<file path="config.mk">
export PLATFORM = sky130hd
export DESIGN_NAME = cdr_acq_ctrl
export DESIGN_NICKNAME = d
export VERILOG_FILES = /design/src/rtl/cdr_pkg.sv /design/src/rtl/cdr_err_window.sv /design/src/rtl/cdr_acq_ctrl.sv
export SDC_FILE = /design/constraint.sdc
export NUM_CORES = 1
export LEC_CHECK = 0
export BUFFER_PORTS_ARGS = -buffer_cell sky130_fd_sc_hd__buf_2
export CAP_MARGIN = 20
export CORE_MARGIN = 2
export CORE_UTILIZATION = 40
export CTS_CLUSTER_SIZE = 24
export DETAILED_ROUTE_END_ITERATION = 8
export GPL_ROUTABILITY_DRIVEN = 0
export PLACE_DENSITY = 0.68
export SYNTH_ARGS = -nofsm -noshare
export SYNTH_HDL_FRONTEND = slang
export SYNTH_SLANG_ARGS = --single-unit
export TNS_END_PERCENT = 5
</file>
<file path="constraint.sdc">
create_clock -name clk -period 10.06 [get_ports clk]
set_clock_uncertainty 0.2 [all_clocks]
set_input_delay 0 -clock clk [delete_from_list [all_inputs] [get_ports clk]]
set_output_delay 0 -clock clk [all_outputs]
set_load 0.01 [all_outputs]
</file>
<file path="src/rtl/cdr_pkg.sv">
// cdr_pkg: shared definitions for the Mueller-Muller CDR acquisition logic.
//   - state encoding of the acquisition sequencer
//   - default PI gain shifts for acquisition and tracking
//   - phase-detector error width and its magnitude width
//   - abs_fn: exact |f_n| (the most negative input maps to +32768)
package cdr_pkg;

    localparam int FN_W    = 16;
    localparam int MAG_W   = 17;
    localparam int STATE_W = 3;

    typedef enum logic [STATE_W-1:0] {
        ST_IDLE   = 3'd0,
        ST_CLEAR  = 3'd1,
        ST_ACQ    = 3'd2,
        ST_TRACK  = 3'd3,
        ST_LOCKED = 3'd4
    } cdr_state_e;

    localparam logic [4:0] KP_ACQ_DEF = 5'd8;
    localparam logic [4:0] KI_ACQ_DEF = 5'd14;
    localparam logic [4:0] KP_TRK_DEF = 5'd12;
    localparam logic [4:0] KI_TRK_DEF = 5'd18;

    // Sign-extend by one bit first so that -32768 negates to +32768 without overflow.
    function automatic logic [MAG_W-1:0] abs_fn(input logic signed [FN_W-1:0] x);
        logic [MAG_W-1:0] xe;
        xe = {x[FN_W-1], x};
        return xe[MAG_W-1] ? (~xe + 1'b1) : xe;
    endfunction

endpackage

</file>
<file path="src/rtl/cdr_err_window.sv">
// cdr_err_window: windowed sum of |f_n| used for lock decisions.
// Ports:
//   clk, rst    : clock, synchronous active-high reset
//   init        : holds accumulator and strobe counter at zero
//   run         : accumulate on sample_en strobes while high
//   sample_en   : symbol strobe
//   f_n         : signed phase-detector error
//   win_done    : combinational, high on the strobe that closes a window
//   win_good    : combinational, window sum (including the current sample)
//                 is below LOCK_THR; meaningful only with win_done
module cdr_err_window
    import cdr_pkg::*;
#(
    parameter int          LOCK_WIN = 256,
    parameter logic [31:0] LOCK_THR = 32'd65536
) (
    input  logic                   clk,
    input  logic                   rst,
    input  logic                   init,
    input  logic                   run,
    input  logic                   sample_en,
    input  logic signed [FN_W-1:0] f_n,
    output logic                   win_done,
    output logic                   win_good
);

    localparam int CNT_W = $clog2(LOCK_WIN + 1);

    logic [CNT_W-1:0] cnt_q, cnt_d;
    logic [31:0]      acc_q, acc_d;
    logic [32:0]      sum_wide;
    logic [31:0]      sum_sat;
    logic             strobe;
    logic             last;

    always_comb begin
        strobe   = run & sample_en;
        last     = (cnt_q == CNT_W'(LOCK_WIN - 1));
        sum_wide = {1'b0, acc_q} + {16'b0, abs_fn(f_n)};
        // Saturate at all-ones instead of wrapping back to a "good" value.
        sum_sat  = sum_wide[32] ? 32'hFFFF_FFFF : sum_wide[31:0];
        win_done = strobe & last;
        win_good = (sum_sat < LOCK_THR);

        cnt_d = cnt_q;
        acc_d = acc_q;
        if (init) begin
            cnt_d = '0;
            acc_d = '0;
        end else if (strobe) begin
            if (last) begin
                cnt_d = '0;
                acc_d = '0;
            end else begin
                cnt_d = cnt_q + 1'b1;
                acc_d = sum_sat;
            end
        end
    end

    always_ff @(posedge clk) begin
        if (rst) begin
            cnt_q <= '0;
            acc_q <= '0;
        end else begin
            cnt_q <= cnt_d;
            acc_q <= acc_d;
        end
    end

endmodule

</file>
<file path="src/rtl/cdr_acq_ctrl.sv">
// cdr_acq_ctrl: acquisition / lock sequencer for the baud-rate MM CDR loop.
// Sequence: IDLE -> CLEAR (1 cycle) -> ACQ (fast gains, ACQ_SYMS strobes)
//           -> TRACK (slow gains) -> LOCKED, with automatic re-acquisition
//           on track timeout, loss of lock or clamp saturation.
// Ports:
//   clk, rst   : clock, synchronous active-high reset
//   enable     : run the sequencer (level); low forces IDLE
//   sample_en  : symbol strobe from the DCO
//   f_n        : signed PD error
//   clamp      : dfcw clamp active
//   kp_shift   : PI proportional shift
//   ki_shift   : PI integral shift
//   pi_clear   : clears the PI (high for the single CLEAR cycle)
//   pd_hold    : PI must not update (IDLE or CLEAR)
//   locked     : lock indication
//   lock_lost  : one-cycle pulse when LOCKED falls back to CLEAR
//   retries    : saturating count of CLEAR entries from TRACK/LOCKED
//   state      : current state encoding (debug)
module cdr_acq_ctrl
    import cdr_pkg::*;
#(
    parameter int          ACQ_SYMS      = 1024,
    parameter int          LOCK_WIN      = 256,
    parameter logic [31:0] LOCK_THR      = 32'd65536,
    parameter int          LOCK_GOOD     = 4,
    parameter int          UNLOCK_BAD    = 2,
    parameter int          TRACK_MAX_WIN = 64,
    parameter int          SAT_MAX       = 32,
    parameter logic [4:0]  KP_ACQ        = KP_ACQ_DEF,
    parameter logic [4:0]  KI_ACQ        = KI_ACQ_DEF,
    parameter logic [4:0]  KP_TRK        = KP_TRK_DEF,
    parameter logic [4:0]  KI_TRK        = KI_TRK_DEF
) (
    input  logic                   clk,
    input  logic                   rst,
    input  logic                   enable,
    input  logic                   sample_en,
    input  logic signed [FN_W-1:0] f_n,
    input  logic                   clamp,
    output logic [4:0]             kp_shift,
    output logic [4:0]             ki_shift,
    output logic                   pi_clear,
    output logic                   pd_hold,
    output logic                   locked,
    output logic                   lock_lost,
    output logic [7:0]             retries,
    output logic [STATE_W-1:0]     state
);

    localparam int ACQ_W  = $clog2(ACQ_SYMS + 1);
    localparam int GOOD_W = $clog2(LOCK_GOOD + 1);
    localparam int BAD_W  = $clog2(UNLOCK_BAD + 1);
    localparam int TWIN_W = $clog2(TRACK_MAX_WIN + 1);
    localparam int SAT_W  = $clog2(SAT_MAX + 1);

    cdr_state_e        state_q, state_d;
    logic [ACQ_W-1:0]  acq_cnt_q, acq_cnt_d;
    logic [GOOD_W-1:0] good_cnt_q, good_cnt_d;
    logic [BAD_W-1:0]  bad_cnt_q, bad_cnt_d;
    logic [TWIN_W-1:0] twin_cnt_q, twin_cnt_d;
    logic [SAT_W-1:0]  sat_cnt_q, sat_cnt_d;
    logic [7:0]        retries_q, retries_d;
    logic              lock_lost_q, lock_lost_d;

    logic in_mon;
    logic win_done;
    logic win_good;
    logic sat_hit;

    assign in_mon = (state_q == ST_TRACK) || (state_q == ST_LOCKED);

    // The window monitor is held at zero outside TRACK/LOCKED, so it starts
    // fresh on every TRACK entry and runs on uninterrupted into LOCKED.
    cdr_err_window #(
        .LOCK_WIN (LOCK_WIN),
        .LOCK_THR (LOCK_THR)
    ) u_win (
        .clk       (clk),
        .rst       (rst),
        .init      (!in_mon),
        .run       (in_mon),
        .sample_en (sample_en),
        .f_n       (f_n),
        .win_done  (win_done),
        .win_good  (win_good)
    );

    always_comb begin
        state_d     = state_q;
        acq_cnt_d   = acq_cnt_q;
        good_cnt_d  = good_cnt_q;
        bad_cnt_d   = bad_cnt_q;
        twin_cnt_d  = twin_cnt_q;
        sat_cnt_d   = sat_cnt_q;
        retries_d   = retries_q;
        lock_lost_d = 1'b0;

        sat_hit = in_mon && sample_en && clamp && (sat_cnt_q == SAT_W'(SAT_MAX - 1));

        if (!enable) begin
            state_d = ST_IDLE;
        end else begin
            case (state_q)
                ST_IDLE:  state_d = ST_CLEAR;
                ST_CLEAR: state_d = ST_ACQ;
                ST_ACQ: begin
                    if (sample_en) begin
                        if (acq_cnt_q == ACQ_W'(ACQ_SYMS - 1)) state_d = ST_TRACK;
                        else                                   acq_cnt_d = acq_cnt_q + 1'b1;
                    end
                end
                ST_TRACK: begin
                    if (sample_en) sat_cnt_d = clamp ? sat_cnt_q + 1'b1 : '0;
                    if (win_done) begin
                        twin_cnt_d = twin_cnt_q + 1'b1;
                        good_cnt_d = win_good ? good_cnt_q + 1'b1 : '0;
                        if (win_good && (good_cnt_q == GOOD_W'(LOCK_GOOD - 1)))
                            state_d = ST_LOCKED;
                        else if (twin_cnt_q == TWIN_W'(TRACK_MAX_WIN - 1))
                            state_d = ST_CLEAR;
                    end
                    // Saturation overrides a lock decision on the same strobe.
                    if (sat_hit) state_d = ST_CLEAR;
                end
                ST_LOCKED: begin
                    if (sample_en) sat_cnt_d = clamp ? sat_cnt_q + 1'b1 : '0;
                    if (win_done) begin
                        if (win_good) begin
                            bad_cnt_d = '0;
                        end else begin
                            bad_cnt_d = bad_cnt_q + 1'b1;
                            if (bad_cnt_q == BAD_W'(UNLOCK_BAD - 1)) state_d = ST_CLEAR;
                        end
                    end
                    if (sat_hit) state_d = ST_CLEAR;
                end
                default: state_d = ST_IDLE;
            endcase
        end

        // A CLEAR entry restarts every counter; coincident causes collapse
        // into one entry, hence one retry and at most one lock_lost pulse.
        if ((state_d == ST_CLEAR) && (state_q != ST_CLEAR)) begin
            acq_cnt_d  = '0;
            good_cnt_d = '0;
            bad_cnt_d  = '0;
            twin_cnt_d = '0;
            sat_cnt_d  = '0;
            if (in_mon && (retries_q != 8'hFF)) retries_d = retries_q + 8'd1;
            lock_lost_d = (state_q == ST_LOCKED);
        end
    end

    always_ff @(posedge clk) begin
        if (rst) begin
            state_q     <= ST_IDLE;
            acq_cnt_q   <= '0;
            good_cnt_q  <= '0;
            bad_cnt_q   <= '0;
            twin_cnt_q  <= '0;
            sat_cnt_q   <= '0;
            retries_q   <= '0;
            lock_lost_q <= 1'b0;
        end else begin
            state_q     <= state_d;
            acq_cnt_q   <= acq_cnt_d;
            good_cnt_q  <= good_cnt_d;
            bad_cnt_q   <= bad_cnt_d;
            twin_cnt_q  <= twin_cnt_d;
            sat_cnt_q   <= sat_cnt_d;
            retries_q   <= retries_d;
            lock_lost_q <= lock_lost_d;
        end
    end

    assign kp_shift  = in_mon ? KP_TRK : KP_ACQ;
    assign ki_shift  = in_mon ? KI_TRK : KI_ACQ;
    assign pd_hold   = (state_q == ST_IDLE) || (state_q == ST_CLEAR);
    assign pi_clear  = (state_q == ST_CLEAR);
    assign locked    = (state_q == ST_LOCKED);
    assign lock_lost = lock_lost_q;
    assign retries   = retries_q;
    assign state     = state_q;

endmodule
</file>
Word-level counts from Yosys, hierarchy flattened:

Cells that the tools add are included.

* bits in registers: 82
* output and inout bits: 25
* word-level logic and storage cells: 78

* add/subtract/negate cells: 9
* magnitude comparators: 1
* equal/unequal tests: 13
* mux-type cells: 21
* bitwise gates (word level): 6
* reductions and logical operators: 18

Operators by type and width (count)
* 32-bit 2-to-1 mux: 2
* 3-bit 2-to-1 mux: 13
* 32-bit by 17-bit adder with 33-bit output: 1
* 32-bit by 17-bit < comparator with 1-bit output, second input constant: 1
* 17-bit by 1-bit adder with 17-bit output, second input constant: 1
* 17-bit 2-to-1 mux: 1
* 17-bit inverter: 1
* 3-bit case mux with 5 select lines: 1
* 11-bit by 1-bit adder with 11-bit output, second input constant: 1
* 11-bit by 10-bit equality test with 1-bit output, second input constant: 1
* 9-bit by 1-bit adder with 9-bit output, second input constant: 1
* 3-bit by 2-bit equality test with 1-bit output, second input constant: 3
* 9-bit by 8-bit equality test with 1-bit output, second input constant: 1
* 9-bit 2-to-1 mux: 1
* 3-bit AND reduction: 3
* 8-bit by 1-bit adder with 8-bit output, second input constant: 1
* 8-bit != test, second input constant: 1
* 2-bit OR reduction: 4
* 7-bit by 1-bit adder with 7-bit output, second input constant: 1
* 7-bit by 6-bit equality test with 1-bit output, second input constant: 1
* 6-bit by 1-bit adder with 6-bit output, second input constant: 1
* 3-bit by 1-bit equality test with 1-bit output, second input constant: 2
* 6-bit by 5-bit equality test with 1-bit output, second input constant: 1
* 1-bit logical AND: 6
* other kinds (14): 18

Logic depth before layout (Yosys ltp):

Gate-level depths: netlist of the first run.

* depth in word-level cells: 16
* depth in mapped cells: 20
* gate-level depth less buffers: 17

Hierarchy:

Synthesis of the first run repeated with hierarchy kept, for this count alone.

* cells, all modules: 755
* area, all modules: 5856.9 µm²

Modules (own cells, without submodules)
* cdr_err_window: times used 1, cells each 483, area an instance 3614.7 µm², seq. area each 820.8 µm²
* cdr_acq_ctrl: times used 1, cells each 272, area an instance 2242.2 µm², seq. area each 820.8 µm²

Worst setup path after synthesis of the first run:

No wires, ideal clock.

* path type: input to register
* from: input f_n[2]
* to: register retries_q[5], in the netlist retries[5]
* library setup time: 0.121 ns
* data arrival time: 4.180 ns
* setup slack: 5.560 ns
* cell stages on the path: 17
* buffers on the path: 2
* cells stage by stage: nor4_1 > nand2_1 > or3_1 > nor4bb_1 > ha_1 > clkbuf_1 > nand2_1 > nor3_1 > o21ai_1 > and3_1 > clkbuf_1 > or4_1 > o21ba_2 > o2111ai_1 > nor3_1 > o2111a_1 > mux2_2

* cells in the longest elaborated chain, start to end: 15
* elaborated cells on any way between the ends: 18
* those cells by class: add/sub (2); order compare (1); eq/ne (1); mux (10); bitwise (1); reduce/logical (3)

RTL lines
* start: declaration: RTL line cdr_acq_ctrl.sv:38 `input logic signed [FN_W-1:0] f_n,`
* 17-bit inverter: RTL line cdr_pkg.sv:29 `return xe[MAG_W-1] ? (~xe + 1'b1) : xe;`
* 17-bit by 1-bit adder with 17-bit output: RTL line cdr_pkg.sv:29
* 17-bit 2-to-1 mux *: RTL line cdr_pkg.sv:29
* 32-bit by 17-bit adder with 33-bit output *: RTL line cdr_err_window.sv:39 `sum_wide = {1'b0, acc_q} + {16'b0, abs_fn(f_n)};`
* 32-bit 2-to-1 mux *: RTL line cdr_err_window.sv:41 `sum_sat = sum_wide[32] ? 32'hFFFF_FFFF : sum_wide[31:0];`
* 32-bit by 17-bit < comparator with 1-bit output *: RTL line cdr_err_window.sv:43 `win_good = (sum_sat < LOCK_THR);`
* 1-bit logical AND: RTL line cdr_acq_ctrl.sv:117 `if (win_good && (good_cnt_q == GOOD_W'(LOCK_GOOD - 1)))`
* 3-bit 2-to-1 mux: RTL line cdr_acq_ctrl.sv:117
* 3-bit 2-to-1 mux: RTL line cdr_acq_ctrl.sv:114 `if (win_done) begin`
* 3-bit 2-to-1 mux: RTL line cdr_acq_ctrl.sv:123 `if (sat_hit) state_d = ST_CLEAR;`
* 3-bit case mux with 5 select lines *: RTL line cdr_acq_ctrl.sv:103 `case (state_q)`
* 3-bit 2-to-1 mux *: RTL line cdr_acq_ctrl.sv:100 `if (!enable) begin`
* 3-bit by 1-bit equality test with 1-bit output *: RTL line cdr_acq_ctrl.sv:143 `if ((state_d == ST_CLEAR) && (state_q != ST_CLEAR)) begin`
* 1-bit logical AND *: RTL line cdr_acq_ctrl.sv:143
* 2-bit AND reduction (no line) *
* end signal: assignment: RTL line cdr_acq_ctrl.sv:171 `retries_q <= retries_d;`
* end: declaration: RTL line cdr_acq_ctrl.sv:62 `logic [7:0] retries_q, retries_d;`

Every way passes the cells marked *; elsewhere a longest branch is shown, timed or not.
A chain may end at the register's enable or synchronous reset.

Worst setup path after layout of the first run:

* from: input f_n[0]
* to: register retries_q[5], in the netlist retries[5]

The elaborated chain is that of the path after synthesis.

==> flow_summary.ini, run 1 <==
[power]
power_density_mw_per_mm2 = 119
ir_drop_v = 0.0000682
total_power_uw = 724
p_leak_nw = 2.26

[placed_design]
dpl_worst_slack_ns = 4.66
hpwl_um = 8580
placed_cells = 898
portBuffers = 39

[sta]
setup-tns-final_ns = 0
final.period_utilization_pct = 54.2
maxSlewHeadroom_pct = 30.2
timing.fmax_ghz = 0.184
final.setup.worst_slack_ns = 4.61
whs_ns = 0.227
tightest_slew_ns = 1.04
slew_violations = 0
finalSetupViolations = 0
grt_setup_unrepaired = false
hold_viol = 0
final.min_clock_period_ns = 5.45

[clocking]
path_clk_slew_ns = 0.07
h-tree-depth = 3
post_cts_buffers = 0
cts_made_buffers = 9
cts_hold_buffers = 6
clock_path_buffers = 2
cts_root_buffer = clkbuf_16
ctsResizeCount = 0
clk-insertion-delay-late_ns = 0.34
cts.sinks = 82
cts_tree = built

[global_routing]
grt_overflow = 0
grt_pass1_vias = 4613
grt.total_usage_pct = 17.5
grt_pass1_wl_um = 21200
antenna_found_initial = 0
grt_max_degree = 36

[yosys]
synth_top_area_share_pct = 30.2
synthFlopType = dfxtp_1
synth-edff-count = 0
ys_warn_count = 0
yosys-top-cells-area = dfxtp_1 30%, ha_1 6.2%, a21oi_1 6.1%, nand2_1 6.0%, nor2_1 5.4%
yosysUniqueCellTypes = 64
synth_top_cell_by_area = dfxtp_1
syn-cell-area_sq_mm = 0.00544
ys_ff_latch = 82
synth_cells = 715
synthTopCellsByCount = 87 x nand2_1, 82 x dfxtp_1, 78 x nor2_1
yosysSeqAreaShare_pct = 30.2
synth.avg_cell_area_sq_um = 7.60
synthArstFlopShare_pct = 0
yosysMostFrequentCell = nand2_1

[critical_path]
worstReg2RegEnd = retries[5]$_SDFFE_PP0P_
crit_fanout = 9
rrSetupSlack_ns = 5.48
crit_required_ns = 10.09
rr_worst_depth = 11
endpoint = retries[5]$_SDFFE_PP0P_
end_kind = flop
cp.arrival_ns = 5.48
r2r_start = u_win.acc_q[10]$_SDFFE_PP0P_
worstSetupPathType = in -> reg
critical_path.startpoint = f_n[0]
worstSetupStartpointType = input port

[run]
maxCapViolations = 0

[detailed_routing]
wl_per_cell_um = 13.4
firstDrtPassIters = 5
ant_nets = 0
drc_errors = 0
drt_iter0_markers = 354
postRouteWirelength_um = 12300
vias = 5015
vias_per_cell = 5.45

[floorplanning]
rows = 42
top_level_ports = 46
core_area_sq_mm = 0.0132
fp.dieW_um = 121
chipHeight_um = 121
start_util_pct = 41.0
dieArea_sq_mm = 0.0145

[finish]
final_cells = 921
fin_nets = 789
drive_gt1_share_pct = 11.1
nFillCells = 1374
syn_to_final_growth_pct = 12.0
antenna-diode-count = 0

[status]
status = completed

[worst_hold_path]
min_path_type = in -> reg
[through the flow]
stage          instance area (sq um)  utilization [%]
2_1_floorplan                   5450                -
3_3_place_gp                    5710             43.1
3_5_place_dp                    5710             43.1
4_1_cts                         6070             45.8
5_1_grt                         6090             46.0
6_report                        6090             46.0
[how the worst min path moves through the flow]
stage,start,to,depth (start not counted)
floorplan,clamp,sat_cnt_q[1]$_SDFFE_PP0P_,2
global route,u_win.cnt_q[8]$_SDFFE_PP0P_,u_win.cnt_q[8]$_SDFFE_PP0P_,1
detailed placement,clamp,sat_cnt_q[1]$_SDFFE_PP0P_,3
global placement,clamp,sat_cnt_q[1]$_SDFFE_PP0P_,3
CTS,f_n[9],u_win.acc_q[9]$_SDFFE_PP0P_,6
finish,f_n[9],u_win.acc_q[9]$_SDFFE_PP0P_,6
[state kept, by name, summed over array words and instances (netlist names)]
| name | count |
|---|---|
| good_cnt_q | 3 |
| lock_lost | 1 |
| sat_cnt_q | 6 |
| twin_cnt_q | 7 |
| u_win.acc_q | 32 |
| bad_cnt_q | 2 |
| u_win.cnt_q | 9 |
| retries | 8 |
| acq_cnt_q | 11 |
| state | 3 |
[layer usage]
layer	GRT usage, %	part of all wire [%]
met5	0	0
met4	6.98	1.9
met3	3.40	4.4
met2	27.8	46
met1	23.4	48
[area by class of cell]
cell class / instances / area [sq um] / area share (%)
clock buffer: 9 / 225 / 3.70
clock inverter: 7 / 77.6 / 1.27
inverter: 13 / 48.8 / 0.802
multi-input combinational: 584 / 3570 / 58.7
sequential: 82 / 1640 / 27.0
tap: 176 / 220 / 3.62
timing repair buffer: 50 / 300 / 4.93
[report_power, final]
part	internal (mW)	switching [mW]	leakage (nW)
Clock	0.195	0.143	0.146
Sequential	0.325	0.000770	0.660
Combinational	0.0231	0.0368	1.46
[worst max-delay path: stages]
cell	delay, ns
dlygate4sd3_1	0.53
buf_2	0.14
nor4_1	0.26
nand2_1	0.16
or3_1	0.41
nor4bb_1	0.40
ha_1	0.37
nand4_1	0.14
or3_1	0.12
a2bb2oi_1	0.58
a311oi_1	0.22
xor2_1	0.21
nor4_1	0.28
o2111ai_1	0.31
nor3_1	0.72
o2111a_1	0.30
mux2_2	0.33
[placed cells by master, fill, tap and decap left out, types with 4 or more instances in the layout]
master and instances:
nor2_1 77, nor3_1 18, or2_2 5, clkbuf_16 9, o21ba_2 4, nor4_1 5, and3_1 13, o21a_1 8
mux2_2 7, o21ai_0 51, xnor2_1 25, dfxtp_1 82, conb_1 7, buf_4 4, buf_2 39, nor2b_1 13
nand3_1 25, a21oi_1 66, nand2_1 87, nand4_1 17, a31oi_1 7, o31ai_1 7, nand2b_1 7, ha_1 27
or3_1 11, xor2_1 27, inv_1 13, dlygate4sd3_1 6, and2_1 4, a21boi_0 4, a21o_1 11
[kinds of logic (layout without fill, tap and decap cells)]
logic type / Yosys count / in the layout / share of synthesized area [%]
AO/OA/AOI/OAI: 195 / 195 / 22.4
XOR/XNOR: 52 / 52 / 8.38
adder cells (fa/ha/maj): 28 / 28 / 6.58
buffers and inverters: 54 / 79 / 4.65
flip-flops: 82 / 82 / 30.2
multiplexers: 10 / 10 / 2.00
other: 2 / 7 / 0.138
AND/OR/NAND/NOR: 292 / 292 / 25.7
(Power assumes the default switching activity.)
==> inputs of run 2 (changes only) <==
ABC_AREA = 1   (was unset)
PLACE_DENSITY = 0.7   (was 0.68)
clock period = 4.81 ns   (was 10.06 ns; I/O delays follow)
==> run 2 against run 1 <==
  * Die area increased by 11%
  * Worst hold slack worse by 0.0068 ns
  * Critical path depth grew 12
  * Routed wire length up 13%
  * Utilization down 0.13 points
  * Critical path type unchanged
  * Critical endpoint is now state[0]$_SDFF_PP0_
  * Largest power group unchanged
==> flow_summary.ini, run 2 <==
[status]
status = completed

[floorplanning]
core_area_sq_mm = 0.0146
chipHeight_um = 127
top_level_ports = 46
dieArea_sq_mm = 0.0161
start_util_pct = 41.2
rows = 44
fp.dieW_um = 127

[power]
switching_share_pct = 24.7
pwr-share-seq_pct = 45.1
p_leak_nw = 3.00
p_clk_share_pct = 46.1
p_int_mw = 1.14
total_power_mw = 1.51
p_sw_uw = 373
power_frac_comb_pct = 8.8
power_density_mw_per_mm2 = 225
ir_drop_v = 0.000165

[global_routing]
grt_pass1_wl_um = 23600
grt.total_usage_pct = 17.8
antenna_found_initial = 0
grt_pass1_vias = 5255
grt_overflow = 0
grt_max_degree = 41

[critical_path]
critical_path.startpoint = f_n[1]
cp.arrival_ns = 4.40
max_stage_delay_ns = 0.54
crit_required_ns = 4.86
worstReg2RegEnd = state[0]$_SDFF_PP0_
crit_slowest_cell = dlygate4sd3_1
worstSetupPathType = in -> reg
cp_common_cell = nand2_1
end_kind = flop
rr_worst_depth = 19
worstSetupStartpointType = input port
r2r_start = u_win.acc_q[0]$_SDFFE_PP0P_
crit_fanout = 11
rrSetupSlack_ns = 1.12

[yosys]
ys_ff_latch = 82
yosysMostFrequentCell = nand2_1
synth_top_cell_by_area = dfxtp_1
synthTopCellsByCount = 288 x nand2_1, 148 x inv_1, 93 x nor2_1
syn-cell-area_sq_mm = 0.00604
synth.avg_cell_area_sq_um = 6.19
synthFlopType = dfxtp_1
synth_top_area_share_pct = 27.2
yosysSeqAreaShare_pct = 27.2
yosysUniqueCellTypes = 42
synth_cells = 976
synth-edff-count = 0
synthArstFlopShare_pct = 0
ys_warn_count = 0
yosys-top-cells-area = dfxtp_1 27%, nand2_1 18%, inv_1 9.2%, nor2_1 5.8%, ha_1 5.6%

[finish]
largest_register_ffs = 32
drive_gt1_share_pct = 9.93
final_common_cell = nand2_1
multi_input_area_sq_mm = 0.00370
layout_common_cells = 288 x nand2_1, 148 x inv_1, 92 x nor2_1
top_register = u_win.acc_q
antenna-diode-count = 0
seq_area_sq_mm = 0.00164
largestRegisters = u_win.acc_q x32, acq_cnt_q x11, u_win.cnt_q x9
nFillCells = 1538
fin_nets = 1063
syn_to_final_growth_pct = 11.1

[clocking]
cts_made_buffers = 9
cts_tree = built
path_clk_slew_ns = 0.07
post_cts_buffers = 0
h-tree-depth = 3
cts.sinks = 82
cts_root_buffer = clkbuf_16
clk-insertion-delay-late_ns = 0.35
clock_path_buffers = 2

[placed_design]
hpwl_um = 10700
portBuffers = 39

[sta]
final.period_utilization_pct = 90.3
maxSlewHeadroom_pct = 45.3
grt_setup_unrepaired = false
setup-tns-final_ns = 0
tightest_slew_ns = 0.814
hold_viol = 0
finalSetupViolations = 0
final.min_clock_period_ns = 4.34
slew_violations = 0
timing.fmax_ghz = 0.230

[detailed_routing]
wl_per_cell_um = 11.6
vias_per_cell = 4.84
m1WireLength_um = 6740
drc_errors = 0
routed.top_layer = met4
dr_wl_met2_um = 6270
drt_iter0_markers = 367
postRouteWirelength_um = 13900
ant_nets = 0
vias = 5809
firstDrtPassIters = 5
wl_met3_um = 570

[worst_hold_path]
hp-start = f_n[8]
min_path_type = in -> reg
hold_path_depth = 6
min_to = u_win.acc_q[8]$_SDFFE_PP0P_

[run]
maxCapViolations = 0
run 2: changes by cell type after synthesis, sizes merged, moves of 13 or more:
| cell | delta |
|---|---|
| nand2 | +210 |
| nor2b | -13 |
| nor2 | +22 |
| nand3 | +49 |
| clkbuf | -16 |
| xnor2 | -15 |
| nor3 | +15 |
| o21ai | -20 |
| inv | +140 |
run 2: worst max path at each step:
stage / endpoint / slack, ns / depth (start not counted)
floorplan: retries[0]$_SDFFE_PP0P_ / 1.09 / 28
global placement: sat_cnt_q[2]$_SDFFE_PP0P_ / 0.29 / 26
detailed placement: sat_cnt_q[5]$_SDFFE_PP0P_ / 0.15 / 26
CTS: state[0]$_SDFF_PP0_ / 0.46 / 25
global route: state[0]$_SDFF_PP0_ / 0.02 / 29
finish: state[0]$_SDFF_PP0_ / 0.47 / 29
run 2: per-stage QoR:
step           cells  hold WS [ns]  cell area [sq um]  utilization (%)  setup slack [ns]
2_1_floorplan    981        -0.121               6060                -              1.09
3_3_place_gp    1181         0.122               6350             43.4             0.293
3_5_place_dp    1181         0.133               6350             43.4             0.148
4_1_cts         1201         0.215               6700             45.8             0.460
5_1_grt         1201         0.261               6710             45.8            0.0224
6_report        1201         0.221               6710             45.8             0.467
run 2: routing by layer:
metal | global-route usage, % | vias up
li1 | - | 3136
met1 | 23.1 | 2545
met2 | 29.9 | 105
met3 | 2.24 | 23
met4 | 7.69 | 0
met5 | 0 | -
run 2: power groups by stage:
stage | logic, mW | clock network [mW] | registers (mW)
CTS | 0.133 | 0.714 | 0.681
global placement | 0.128 | 0 | 0.696
global route | 0.150 | 0.736 | 0.681
finish | 0.133 | 0.697 | 0.681
floorplan | 0.0992 | 0 | 0.696
detailed placement | 0.129 | 0 | 0.696
run 2: what timing repair did:
action / CTS / global route
endpoints found under the setup margin: 0 / 1
resized for setup: 0 / 1
hold endpoints to repair: 22 / 0
hold buffers: 6 / 0
run 2: critical path: cells and delay by family:
family / cells / cell delay (ns)
AOI/OAI and AO/OA: 3 / 0.74
buffers and inverters: 6 / 0.86
xor gates and xnor gates: 1 / 0.27
adders and majority gates: 2 / 0.46
and+or+nand+nor: 17 / 2.08
run 2: kinds of logic after synthesis:
| kind of cell | synth area share, % |
|---|---|
| compound gates | 9.84 |
| xor+xnor | 6.24 |
| fa+ha+maj | 5.92 |
| buf+inv | 12.1 |
| flops | 27.2 |
| other cells | 0.124 |
| simple gates | 38.6 |
run 2: area by class of cell:
type | count | area share (%)
sequential | 82 | 24.5
clock buffer | 10 | 3.56
timing repair buffer | 48 | 4.14
clock inverter | 4 | 0.764
inverter | 153 | 8.56
multi-input combinational | 720 | 55.1
tap | 184 | 3.43
==> inputs of run 3 (changes only) <==
PLACE_DENSITY = 0.68   (was 0.7)
clock period = 4 ns   (was 4.81 ns; I/O delays follow)
==> run 3 against run 2 <==
  * Utilization grew 5.0 points
  * Highest routed layer unchanged
  * Count of clock-buffer cells in the layout grew 3
  * Cell area grew 11%
  * Worst hold slack lost 0.14 ns
  * Cell count grew 4.7%
  * Via count grew 4.6%
  * Critical endpoint is now retries[1]$_SDFFE_PP0P_
  * Power grew 18%
  * Combinational power grew 56%
  * Clock power grew 9.2%
  * Sequential power grew 20%
  * Register-to-register slack lost 0.68 ns
==> flow_summary.ini, run 3 (synthesis results as in run 2) <==
[critical_path]
crit_slowest_cell = ha_2
end_kind = flop
cp.arrival_ns = 4.02
crit_fanout = 8
worstSetupStartpointType = input port
worstSetupPathType = in -> reg
cp_common_cell = nand2_1
crit_required_ns = 4.07
max_stage_delay_ns = 0.36

[clocking]
h-tree-depth = 3
cts.sinks = 82
cts_tree = built
cts_made_buffers = 9
clock_path_buffers = 2
clk-insertion-delay-late_ns = 0.34
cts_root_buffer = clkbuf_16
path_clk_slew_ns = 0.06

[placed_design]
postPlaceCellArea_sq_mm = 0.00677
portBuffers = 39
hpwl_um = 11200

[finish]
largest_register_ffs = 32
nFillCells = 1464
antenna-diode-count = 0
multi_input_area_sq_mm = 0.00400
final_area_sq_mm = 0.00744
top_register = u_win.acc_q
layout_common_cells = 276 x nand2_1, 143 x inv_1, 82 x nor2_1, 82 x dfxtp_1, 59 x a21oi_1
syn_to_final_growth_pct = 23.1
drive_gt1_share_pct = 19.3
largestRegisters = u_win.acc_q x32, acq_cnt_q x11, u_win.cnt_q x9
fin_nets = 1118
final_common_cell = nand2_1
seq_area_sq_mm = 0.00164

[detailed_routing]
wl_met3_um = 495
dr_wl_met2_um = 7070
wl_per_cell_um = 12.0
vias = 6075
vias_per_cell = 4.83
routed.top_layer = met4
ant_nets = 0
firstDrtPassIters = 5
drt_iter0_markers = 335
drc_errors = 0
m1WireLength_um = 7210
postRouteWirelength_um = 15100

[sta]
whs_ns = 0.0815
grt_setup_unrepaired = true
hold_viol = 0
final.min_clock_period_ns = 3.95
tightest_slew_ns = 0.752
timing.fmax_ghz = 0.253
maxSlewHeadroom_pct = 49.5
finalSetupViolations = 0
slew_violations = 0
final.period_utilization_pct = 98.7

[global_routing]
grt_pass1_wl_um = 24600
antenna_found_initial = 0
grt_overflow = 0
grt.total_usage_pct = 18.4
grt_pass1_vias = 5466
grt_max_degree = 38

[floorplanning]
rows = 44
top_level_ports = 46
start_util_pct = 41.2
fp.dieW_um = 127
core_area_sq_mm = 0.0146
chipHeight_um = 127
dieArea_sq_mm = 0.0161

[worst_hold_path]
min_path_type = in -> reg

[power]
total_power_mw = 1.79
ir_drop_v = 0.000189
power_density_mw_per_mm2 = 240
p_leak_nw = 3.40

[run]
maxCapViolations = 0

[status]
status = completed
## run 3: path summary, 6_finish.rpt
check        cells after the start  slack (ns)                         from                          end
min                              6        0.08                       f_n[0]  u_win.acc_q[0]$_SDFFE_PP0P_
max                             30        0.05                       f_n[1]      retries[1]$_SDFFE_PP0P_
min reg2reg                      2        0.26   good_cnt_q[2]$_SDFFE_PP0P_   good_cnt_q[2]$_SDFFE_PP0P_
max reg2reg                     19        0.44  u_win.acc_q[0]$_SDFFE_PP0P_      retries[1]$_SDFFE_PP0P_
## run 3: power by group
group / switching (mW) / total (mW) / internal, mW
logic: 0.123 / 0.207 / 0.0845
registers: 0.00109 / 0.819 / 0.818
clock network: 0.336 / 0.761 / 0.425
total: 0.460 / 1.79 / 1.33
## run 3: final cells by class
type	instances	share of cell area, %
timing repair buffer	102	9.62
tap	184	3.10
clock inverter	3	0.337
multi-input combinational	721	53.8
inverter	153	7.79
clock buffer	13	3.23
sequential	82	22.1
## run 3: routing by layer
metal	up-vias	GRT usage, %
met5	-	0
met2	110	31.7
met4	0	6.79
li1	3241	-
met1	2700	23.8
met3	24	1.90
## run 3: worst max-delay path: cells and delay by family
kind | cells | cell delay [ns]
buffers and inverters | 5 | 0.40
AOI/OAI and AO/OA | 6 | 0.97
xor gates and xnor gates | 1 | 0.23
adders and majority gates | 2 | 0.48
and+or+nand+nor | 16 | 1.93
## run 3: through the flow
step | instances | utilization (%) | TNS, ns | setup slack, ns
finish | 1258 | 50.8 | 0 | 0.0508
detailed placement | 1233 | 46.2 | -13.44 | -0.420
global route | 1258 | 50.8 | -3.71 | -0.195
floorplan | 981 | - | 0 | 0.283
CTS | 1253 | 48.4 | 0 | 0.0335
global placement | 1233 | 46.2 | -10.99 | -0.334
## run 3: what timing repair did
| item | in CTS | in global routing |
|---|---|---|
| setup buffers | 0 | 4 |
| hold buffers | 4 | 0 |
| setup endpoints to repair | 32 | 40 |
| hold endpoints to repair | 27 | 0 |
| resized for setup | 2 | 79 |
| gates cloned | 0 | 1 |
| pin swaps | 0 | 35 |
